===== config.mk =====
export PLATFORM = sky130hd
export DESIGN_NAME = fibo_host
export DESIGN_NICKNAME = d
export VERILOG_FILES = /design/src/rtl/fibo_host.sv
export SDC_FILE = /design/constraint.sdc
export NUM_CORES = 1
export LEC_CHECK = 0
export ABC_CLOCK_PERIOD_IN_PS = 3700
export BUFFER_PORTS_ARGS = -buffer_cell sky130_fd_sc_hd__buf_2
export CAP_MARGIN = 20
export CORE_AREA = 2 2 43 61
export CTS_BUF_LIST = sky130_fd_sc_hd__clkbuf_8 sky130_fd_sc_hd__clkbuf_16
export DETAILED_ROUTE_END_ITERATION = 6
export DIE_AREA = 0 0 45 63
export GPL_ROUTABILITY_DRIVEN = 0
export PLACE_DENSITY_LB_ADDON = 0.05
export SLEW_MARGIN = 20
export SYNTH_ARGS = -nofsm -noshare
export SYNTH_HDL_FRONTEND = slang
export SYNTH_SLANG_ARGS = --single-unit

===== constraint.sdc =====
create_clock -name clk -period 3.7 [get_ports clk]
set_input_delay 0.555 -clock clk [delete_from_list [all_inputs] [get_ports clk]]
set_output_delay 0.555 -clock clk [all_outputs]
set_load 0.03 [all_outputs]

===== src/rtl/fibo_host.sv =====
// fibo_host - initiator side of the Fibonacci calculator's start/count/done/data
// interface. It takes one term index per valid/ready request, launches one
// calculator run, waits for the calculator's done, then returns the result on
// a valid/ready response channel.
// Indices below MIN_COUNT are rejected locally. A run that does not finish
// within TIMEOUT_CYCLES WAIT cycles is reported as an error.
//
// Ports:
//   clk, rst_n                      clock (rising edge), asynchronous active-low reset
//   req_valid/req_ready/req_count   request channel (4-bit term index)
//   calc_start/calc_count           one-cycle start pulse and the index, held until the response is taken
//   calc_done/calc_data             calculator completion (level or pulse) and its result
//   rsp_valid/rsp_ready             response channel handshake
//   rsp_data/rsp_count/rsp_err      result (0 on error), its index, and the error flag
//   busy                            high whenever the host is not idle
module fibo_host #(
  parameter int MIN_COUNT      = 2,
  parameter int TIMEOUT_CYCLES = 255,
  parameter int TW             = 8
) (
  input  logic       clk,
  input  logic       rst_n,
  input  logic       req_valid,
  output logic       req_ready,
  input  logic [3:0] req_count,
  output logic       calc_start,
  output logic [3:0] calc_count,
  input  logic       calc_done,
  input  logic [3:0] calc_data,
  output logic       rsp_valid,
  input  logic       rsp_ready,
  output logic [3:0] rsp_data,
  output logic [3:0] rsp_count,
  output logic       rsp_err,
  output logic       busy
);

  typedef enum logic [1:0] {S_IDLE, S_LAUNCH, S_WAIT, S_RESP} state_t;

  localparam logic [3:0]    MIN_C   = 4'(MIN_COUNT);
  localparam logic [TW-1:0] TO_LAST = TW'(TIMEOUT_CYCLES - 1);

  state_t        state;
  logic          done_q;
  logic [TW-1:0] timer;
  logic          done_rise;

  // Edge detect: a done level left over from an earlier run cannot complete
  // the current one.
  assign done_rise = calc_done & ~done_q;
  assign req_ready = (state == S_IDLE);

  always_ff @(posedge clk or negedge rst_n) begin
    if (!rst_n) begin
      state      <= S_IDLE;
      done_q     <= 1'b0;
      timer      <= '0;
      calc_start <= 1'b0;
      calc_count <= '0;
      rsp_valid  <= 1'b0;
      rsp_data   <= '0;
      rsp_count  <= '0;
      rsp_err    <= 1'b0;
      busy       <= 1'b0;
    end else begin
      done_q     <= calc_done;
      calc_start <= 1'b0;
      case (state)
        S_IDLE: begin
          if (req_valid) begin
            calc_count <= req_count;
            rsp_count  <= req_count;
            busy       <= 1'b1;
            if (req_count < MIN_C) begin
              // Rejected locally; the calculator never sees this index.
              rsp_data  <= '0;
              rsp_err   <= 1'b1;
              rsp_valid <= 1'b1;
              state     <= S_RESP;
            end else begin
              calc_start <= 1'b1;
              state      <= S_LAUNCH;
            end
          end
        end
        S_LAUNCH: begin
          timer <= '0;
          state <= S_WAIT;
        end
        S_WAIT: begin
          // Saturating so the count can never wrap back below the limit.
          if (timer != '1) timer <= timer + 1'b1;
          // Done is tested first so a result arriving on the last cycle wins.
          if (done_rise) begin
            rsp_data  <= calc_data;
            rsp_err   <= 1'b0;
            rsp_valid <= 1'b1;
            state     <= S_RESP;
          end else if (timer == TO_LAST) begin
            rsp_data  <= '0;
            rsp_err   <= 1'b1;
            rsp_valid <= 1'b1;
            state     <= S_RESP;
          end
        end
        S_RESP: begin
          if (rsp_ready) begin
            rsp_valid <= 1'b0;
            busy      <= 1'b0;
            state     <= S_IDLE;
          end
        end
        default: state <= S_IDLE;
      endcase
    end
  end

endmodule


==> impl_table.tex, run 1 <==
\begin{tabular}{lr}
\hline
Metric & Value \\
\hline
\multicolumn{2}{l}{\textbf{Critical path}} \\
Arrival time worst endpoint & 1.40 ns \\
Required arrival time at the worst endpoint & 3.14 ns \\
Crit path capture type & output pin \\
Reg-to-reg critical path startpoint & timer[0] \\
Path depth of the worst reg2reg path & 5 \\
Category of the critical setup timing path & register to output pin \\
Reg2Reg Setup Slack & 1.80 ns \\
Worst setup SP type & register \\
Ordered list of cells on the worst path & inv\_1 > ha\_1 > buf\_2 \\
Largest stage delay on the critical path & 0.40 ns \\
Capturing point of the worst reg2reg path & timer[7] \\
Highest-delay cell along the critical path & sky130\_fd\_sc\_hd\_\_dfrtp\_1 \\
CP Max Fanout & 6 \\
\multicolumn{2}{l}{\textbf{GRT}} \\
Initial antenna violation count & 0 \\
Largest net degree at the start of global routing & 24 \\
GRT Total Usage & 18.34\% \\
First-pass GRT wire length & 3.967 mm \\
Via count of the first global-routing pass & 868 \\
Total grt overflow & 0 \\
\multicolumn{2}{l}{\textbf{STA}} \\
RSZ-0062 raised after global routing & false \\
Final min period & 1.951 ns \\
Worst slew margin relative to its limit & 65.63\% \\
Min setup slack post-route & 1.749 ns \\
Number of pins exceeding their max-slew limit in the final report & 0 \\
Share of the clock period used by the worst path after layout & 52.72\% \\
Largest clock skew in the final design & 0.001159 ns \\
Timing-limited maximum frequency & 512.6 MHz \\
Endpoints failing setup & 0 \\
Measured slew at the worst slew-check pin & 0.5156 ns \\
Post-Route Setup TNS & 0 ns \\
Number of failing hold endpoints at the final stage & 0 \\
\multicolumn{2}{l}{\textbf{Logic synthesis}} \\
Synth unique cells & 34 \\
Commonest cells post-synth & sky130\_fd\_sc\_hd\_\_dfrtp\_1 (23), sky130\_fd\_sc\_hd\_\_ha\_1 (7), sky130\_fd\_sc\_hd\_\_inv\_1 (6) \\
Top flip-flop cell by instance count after synthesis & sky130\_fd\_sc\_hd\_\_dfrtp\_1 \\
Warnings, synthesis & 0 \\
Cell count after synthesis & 104 \\
Top-area cell type share of the netlist area & 47.23\% \\
Async SR Flop Fraction & 100.0\% \\
Sequential element share of the synthesized area & 47.23\% \\
Cell types with the largest area share after synthesis & sky130\_fd\_sc\_hd\_\_dfrtp\_1 (47\%), sky130\_fd\_sc\_hd\_\_ha\_1 (7.2\%), sky130\_fd\_sc\_hd\_\_mux2\_2 (4.6\%) \\
Number of flops mapped to enable cells by yosys & 0 \\
Post-synthesis instance area & 1219 um\^{}2 \\
Syn nets & 124 \\
Cell with the most instances after synthesis & sky130\_fd\_sc\_hd\_\_dfrtp\_1 \\
Syn Area/Cell & 11.72 um\^{}2 \\
Post-synthesis sequential element count & 23 \\
Cell type contributing the most total cell area after synthesis & sky130\_fd\_sc\_hd\_\_dfrtp\_1 \\
\multicolumn{2}{l}{\textbf{Pwr}} \\
Power per standard cell area & 827.3 nW/um\^{}2 \\
Peak supply drop & 0.0004259 V \\
Overall power after layout & 1.151 mW \\
Leakage power total & 0.7127 nW \\
\multicolumn{2}{l}{\textbf{Die}} \\
Ports & 30 \\
Core Footprint & 2312 um\^{}2 \\
Die footprint & 2835 um\^{}2 \\
Die boundary width & 45 um \\
Core Rows & 21 \\
DIE HEIGHT & 63 um \\
Starting density of the core & 52.71\% \\
\multicolumn{2}{l}{\textbf{Clock network}} \\
Number of sinks on the clock net & 23 \\
CTS root buffer & sky130\_fd\_sc\_hd\_\_clkbuf\_8 \\
Max H-tree Level & 1 \\
Buffer count from post-CTS setup fixing & 0 \\
Number of resized instances in the post-cts repair step & 0 \\
Max Buffers Root-to-Sink & 2 \\
Inserted Clock Buffers & 3 \\
Worst skew pair latency & 0.26 ns \\
Post-cts hold buffer count & 0 \\
Clock input transition at the sequential cells of the worst setup and hold paths & 0.08 ns \\
CTS tree & done \\
\multicolumn{2}{l}{\textbf{Routing}} \\
Post-DRT Antenna Nets & 0 \\
Via count & 871 \\
Count of unresolved DRC violations after routing & 0 \\
Total Wirelength & 2.179 mm \\
DR WL/cell & 14.15 um \\
Detailed-router iteration count before antenna repair & 2 \\
First-iteration detailed-routing DRC count & 12 \\
Average via count per standard cell & 5.656 \\
\multicolumn{2}{l}{\textbf{Run status}} \\
Run status & complete, no violations \\
\multicolumn{2}{l}{\textbf{Final layout}} \\
Layout area overhead & 14.17\% \\
Final Util & 60.17\% \\
Ant. Diodes & 0 \\
Filler cell count & 197 \\
Layout net count & 152 \\
Final Instance Count excl. Fillers & 154 \\
Fraction of layout cells with a size suffix above 1 & 33.59\% \\
\multicolumn{2}{l}{\textbf{Worst hold path}} \\
Path type of the worst min-delay path & input pin to async pin \\
\multicolumn{2}{l}{\textbf{Place}} \\
Setup slack at placement & 1.826 ns \\
IO buf count & 29 \\
Placed Cells incl. Taps & 150 \\
Final HPWL DP & 1.678 mm \\
\multicolumn{2}{l}{\textbf{Run}} \\
Number of max-capacitance violations reported & 0 \\
\hline
\end{tabular}
[report_power, final]
part           total, mW  internal, mW  switching (mW)
registers          0.382         0.331          0.0513
logic              0.617         0.222           0.396
clock network      0.151        0.0740          0.0775
total               1.15         0.626           0.525
[per-layer routing]
layer / part of all wire [%] / global-route usage [%] / up-vias
li1: - / - / 432
met1: 41 / 23.08 / 415
met2: 53 / 30.71 / 20
met3: 3.9 / 1.734 / 4
met4: 1.7 / 7.721 / 0
met5: 0 / 0 / -
[worst max-delay path: cells and delay by family (launching register included)]
family	cells	cell delay (ns)
adder cells (fa/ha/maj)	1	0.34
buffers and inverters	2	0.39
flip-flops	1	0.40
[stage by stage]
step / cell area, um^2 / hold slack (ns)
CTS: 1391 / 0.2712
detailed placement: 1346 / 0.4897
finish: 1391 / 0.2565
global route: 1391 / 0.2964
floorplan: 1219 / 0.2594
global placement: 1346 / 0.4834
[cells in the final DEF, fill, tap and decap left out, types with 2 or more instances in the layout]
cell type                  instances
sky130_fd_sc_hd__ha_1              7
sky130_fd_sc_hd__nor3_1            3
sky130_fd_sc_hd__mux2_2            5
sky130_fd_sc_hd__o31ai_1           4
sky130_fd_sc_hd__nand3_1           5
sky130_fd_sc_hd__nand2_1           5
sky130_fd_sc_hd__dfrtp_1          23
sky130_fd_sc_hd__nor2_1            4
sky130_fd_sc_hd__clkbuf_8          3
sky130_fd_sc_hd__a21o_1            3
sky130_fd_sc_hd__a22o_1            4
sky130_fd_sc_hd__a32o_1            2
sky130_fd_sc_hd__mux2i_1           3
sky130_fd_sc_hd__buf_2            29
sky130_fd_sc_hd__o21ai_0           4
sky130_fd_sc_hd__a21oi_1           2
sky130_fd_sc_hd__nand2b_1          3
sky130_fd_sc_hd__inv_1             7
[worst max-delay path by stage]
| stage | to | slack, ns | from | depth (start not counted) |
|---|---|---|---|---|
| after global placement | timer[5] | 1.87 | state[0] | 5 |
| after CTS | req_ready | 1.75 | state[0] | 3 |
| after global routing | timer[7] | 1.65 | timer[0] | 5 |
| after detailed placement | timer[5] | 1.83 | state[0] | 5 |
| after floorplan | rsp_data[0] | 1.94 | state[0] | 5 |
| final | req_ready | 1.75 | state[0] | 3 |
[sequential cells by signal (all words and copies together), names as in the netlist]
register,flops
busy,1
calc_start,1
done_q,1
rsp_count,4
rsp_data,4
rsp_err,1
rsp_valid,1
state,2
timer,8
[cells by family (layout without fill, tap and decap cells)]
logic type | Yosys count | after routing | synth area share [%]
XOR/XNOR | 1 | 1 | 0.7188
AO/OA/AOI/OAI | 25 | 25 | 18.07
adder cells (fa/ha/maj) | 7 | 7 | 7.187
AND/OR/NAND/NOR | 27 | 27 | 12.83
buffers and inverters | 12 | 39 | 5.646
multiplexers | 9 | 9 | 8.316
flip-flops | 23 | 23 | 47.23
[cell type report]
class | instances | area, um^2 | area share, %
clock buffers | 3 | 41.29 | 2.968
flip-flops and latches | 23 | 575.6 | 41.37
clock inverters | 1 | 3.754 | 0.2698
repair buffers | 29 | 145.1 | 10.43
well taps | 23 | 28.78 | 2.068
inverters | 6 | 22.52 | 1.619
multi-input cells | 69 | 574.3 | 41.28
Note: power is estimated with default switching activity, not from simulation.
==> run 2, diff against run 1 <==
--- a/config.mk
+++ b/config.mk
@@ -5,13 +5,13 @@
 export SDC_FILE = /design/constraint.sdc
 export NUM_CORES = 1
 export LEC_CHECK = 0
-export ABC_CLOCK_PERIOD_IN_PS = 3700
+export ABC_CLOCK_PERIOD_IN_PS = 1670
 export BUFFER_PORTS_ARGS = -buffer_cell sky130_fd_sc_hd__buf_2
 export CAP_MARGIN = 20
-export CORE_AREA = 2 2 43 61
+export CORE_AREA = 2 2 47 66
 export CTS_BUF_LIST = sky130_fd_sc_hd__clkbuf_8 sky130_fd_sc_hd__clkbuf_16
 export DETAILED_ROUTE_END_ITERATION = 6
-export DIE_AREA = 0 0 45 63
+export DIE_AREA = 0 0 49 68
 export GPL_ROUTABILITY_DRIVEN = 0
 export PLACE_DENSITY_LB_ADDON = 0.05
 export SLEW_MARGIN = 20
==> constraint.sdc (replaced) <==
create_clock -name clk -period 1.67 [get_ports clk]
set_input_delay 0.2505 -clock clk [delete_from_list [all_inputs] [get_ports clk]]
set_output_delay 0.2505 -clock clk [all_outputs]
set_load 0.03 [all_outputs]
==> impl_table.tex, run 2 (synthesized netlist as in run 1, its figures left out) <==
\begin{tabular}{lr}
\hline
Metric & Value \\
\hline
\multicolumn{2}{l}{\textbf{Run status}} \\
Run status & complete, no violations (unchanged) \\
\multicolumn{2}{l}{\textbf{Final layout}} \\
Layout area overhead & 23.92\% (was 14.17\%) \\
Ant. Diodes & 0 (unchanged) \\
Flip-flop count of the largest register after layout & 8 (unchanged) \\
Commonest cells after routing, fill and taps aside & sky130\_fd\_sc\_hd\_\_buf\_2 (29), sky130\_fd\_sc\_hd\_\_dfrtp\_1 (23), sky130\_fd\_sc\_hd\_\_buf\_4 (8), sky130\_fd\_sc\_hd\_\_inv\_1 (6) (was sky130\_fd\_sc\_hd\_\_buf\_2 (29), sky130\_fd\_sc\_hd\_\_dfrtp\_1 (23), sky130\_fd\_sc\_hd\_\_inv\_1 (7), sky130\_fd\_sc\_hd\_\_ha\_1 (7)) \\
Most common library cell in the layout ignoring fill and taps & sky130\_fd\_sc\_hd\_\_buf\_2 (unchanged) \\
Layout net count & 161 (was 152) \\
Largest registers & timer x8, rsp\_count x4, rsp\_data x4 (unchanged) \\
Filler cell count & 256 (was 197) \\
Largest register by flop count & timer (unchanged) \\
Fraction of layout cells with a size suffix above 1 & 40.71\% (was 33.59\%) \\
\multicolumn{2}{l}{\textbf{Clock network}} \\
Inserted Clock Buffers & 3 (unchanged) \\
CTS tree & done (unchanged) \\
Number of sinks on the clock net & 23 (unchanged) \\
Max H-tree Level & 1 (unchanged) \\
Worst skew pair latency & 0.26 ns (about the same) \\
Max Buffers Root-to-Sink & 2 (unchanged) \\
Clock input transition at the sequential cells of the worst setup and hold paths & 0.08 ns (about the same) \\
CTS root buffer & sky130\_fd\_sc\_hd\_\_clkbuf\_8 (unchanged) \\
Buffer count from post-CTS setup fixing & 0 (unchanged) \\
\multicolumn{2}{l}{\textbf{Routing}} \\
DR WL/cell & 13.88 um (was 14.15 um) \\
Via count & 912 (was 871) \\
Post-DRT Antenna Nets & 0 (unchanged) \\
Average via count per standard cell & 5.153 (was 5.656) \\
Count of unresolved DRC violations after routing & 0 (unchanged) \\
Total Wirelength & 2.456 mm (was 2.179 mm) \\
Detailed-router iteration count before antenna repair & 4 (was 2) \\
First-iteration detailed-routing DRC count & 11 (was 12) \\
\multicolumn{2}{l}{\textbf{GRT}} \\
Via count of the first global-routing pass & 912 (was 868) \\
Global routing usage on met3 & 2.402\% (was 1.734\%) \\
GRT Total Usage & 16.37\% (was 18.34\%) \\
GRT met1 Usage & 17.95\% (was 23.08\%) \\
M2 GR Usage & 30.82\% (was 30.71\%) \\
Initial antenna violation count & 0 (unchanged) \\
Global route hottest layer & met2 (unchanged) \\
First-pass GRT wire length & 4.098 mm (was 3.967 mm) \\
Largest net degree at the start of global routing & 24 (unchanged) \\
Total grt overflow & 0 (unchanged) \\
\multicolumn{2}{l}{\textbf{Critical path}} \\
Required arrival time at the worst endpoint & 1.42 ns (was 3.14 ns) \\
Worst setup SP type & register (unchanged) \\
Category of the critical setup timing path & register to output pin (unchanged) \\
CP Max Fanout & 5 (was 6) \\
Arrival time worst endpoint & 1.34 ns (was 1.40 ns) \\
Crit path capture type & output pin (unchanged) \\
\multicolumn{2}{l}{\textbf{Die}} \\
Die footprint & 3332 um\^{}2 (was 2835 um\^{}2) \\
Ports & 30 (unchanged) \\
Starting density of the core & 43.66\% (was 52.71\%) \\
DIE HEIGHT & 68 um (was 63 um) \\
Core Rows & 23 (was 21) \\
Core Footprint & 2791 um\^{}2 (was 2312 um\^{}2) \\
Die boundary width & 49 um (was 45 um) \\
\multicolumn{2}{l}{\textbf{Pwr}} \\
Power per standard cell area & 1792 nW/um\^{}2 (was 827.3 nW/um\^{}2) \\
Leakage power total & 0.7509 nW (was 0.7127 nW) \\
Peak supply drop & 0.0008502 V (was 0.0004259 V) \\
\multicolumn{2}{l}{\textbf{STA}} \\
Largest clock skew in the final design & 0.003041 ns (was 0.001159 ns) \\
Share of the clock period used by the worst path after layout & 95.08\% \\
RSZ-0062 raised after global routing & false (unchanged) \\
Endpoints failing setup & 0 (unchanged) \\
Final min period & 1.588 ns \\
Number of failing hold endpoints at the final stage & 0 (unchanged) \\
Post-Route Setup TNS & 0 ns (unchanged) \\
Final-layout worst hold slack & 0.1165 ns (was 0.2565 ns) \\
Worst slew margin relative to its limit & 65.49\% (was 65.63\%) \\
Measured slew at the worst slew-check pin & 0.5177 ns (was 0.5156 ns) \\
Number of pins exceeding their max-slew limit in the final report & 0 (unchanged) \\
Timing-limited maximum frequency & 629.8 MHz \\
\multicolumn{2}{l}{\textbf{Run}} \\
Number of max-capacitance violations reported & 0 (unchanged) \\
\multicolumn{2}{l}{\textbf{Worst hold path}} \\
Path type of the worst min-delay path & input pin to register (was input pin to async pin) \\
\multicolumn{2}{l}{\textbf{Place}} \\
IO buf count & 29 (unchanged) \\
Final HPWL DP & 1.885 mm (was 1.678 mm) \\
\hline
\end{tabular}
-- run 2: changes by cell type in the layout (fill, tap and decap cells not counted) --
cell / delta
sky130_fd_sc_hd__nand3_2: +1
sky130_fd_sc_hd__nand3_1: -1
sky130_fd_sc_hd__inv_1: -1
sky130_fd_sc_hd__dlygate4sd3_1: +1
sky130_fd_sc_hd__ha_1: -3
sky130_fd_sc_hd__clkinv_2: +1
sky130_fd_sc_hd__ha_2: +2
sky130_fd_sc_hd__ha_4: +1
sky130_fd_sc_hd__o21ai_4: +1
sky130_fd_sc_hd__buf_4: +8
sky130_fd_sc_hd__o21ai_2: -1
-- run 2: area by class of cell --
class,count,area [um^2],share of cell area (%)
clock inverters,1,5.005,0.3314
flip-flops and latches,23,575.6,38.11
repair buffers,38,215.2,14.25
clock buffers,3,41.29,2.734
inverters,6,22.52,1.491
well taps,37,46.29,3.065
multi-input cells,69,604.3,40.02
-- run 2: metrics by stage --
| step | worst slack, ns | instance area, um^2 | total power [mW] | cells | utilization [%] |
|---|---|---|---|---|---|
| 6_report | 0.08218 | 1510 | 2.707 | 177 | 54.10 |
| 5_1_grt | 0.005556 | 1510 | 2.904 | 177 | 54.10 |
| 4_1_cts | 0.04051 | 1483 | 2.717 | 177 | 53.12 |
| 3_5_place_dp | 0.04992 | 1426 | 2.369 | 172 | 51.10 |
| 3_3_place_gp | 0.09533 | 1426 | 2.315 | 172 | 51.10 |
| 2_1_floorplan | 0.04063 | 1221 | 1.990 | 104 | - |
-- run 2: repair_timing --
| action | in CTS | in global routing |
|---|---|---|
| gates resized for setup | 0 | 5 |
| endpoints found under the hold margin | 23 | 0 |
| hold buffers | 1 | 0 |
| endpoints found under the setup margin | 0 | 5 |
-- run 2: final timing paths --
check / start / endpoint / slack [ns] / cells past startpoint
min in group asynchronous: rst_n / calc_start / 0.51 / 2
max in group asynchronous: rst_n / timer[0] / 0.81 / 2
worst max-delay path: state[1] / req_ready / 0.08 / 4
worst max register to register: timer[0] / rsp_data[3] / 0.08 / 6
worst min register to register: rsp_valid / rsp_valid / 0.51 / 1
worst min-delay path: calc_done / done_q / 0.12 / 1
-- run 2: routing by layer --
layer	share of wire (%)	vias up	wire length (um)
met5	0	-	0
li1	-	448	-
met4	1.5	0	38
met2	54	23	1323
met3	3.2	4	78
met1	41	437	1015
-- run 2: power breakdown --
group	switching, mW	total [mW]	internal, mW
Clock	0.172	0.339	0.166
Combinational	0.917	1.51	0.589
Sequential	0.129	0.862	0.733
-- run 2: critical path, cell delays in order, from the launching register on --
cell and delay [ns]:
sky130_fd_sc_hd__dfrtp_1 0.41, sky130_fd_sc_hd__inv_1 0.13, sky130_fd_sc_hd__ha_2 0.19, sky130_fd_sc_hd__buf_4 0.14, sky130_fd_sc_hd__buf_2 0.20
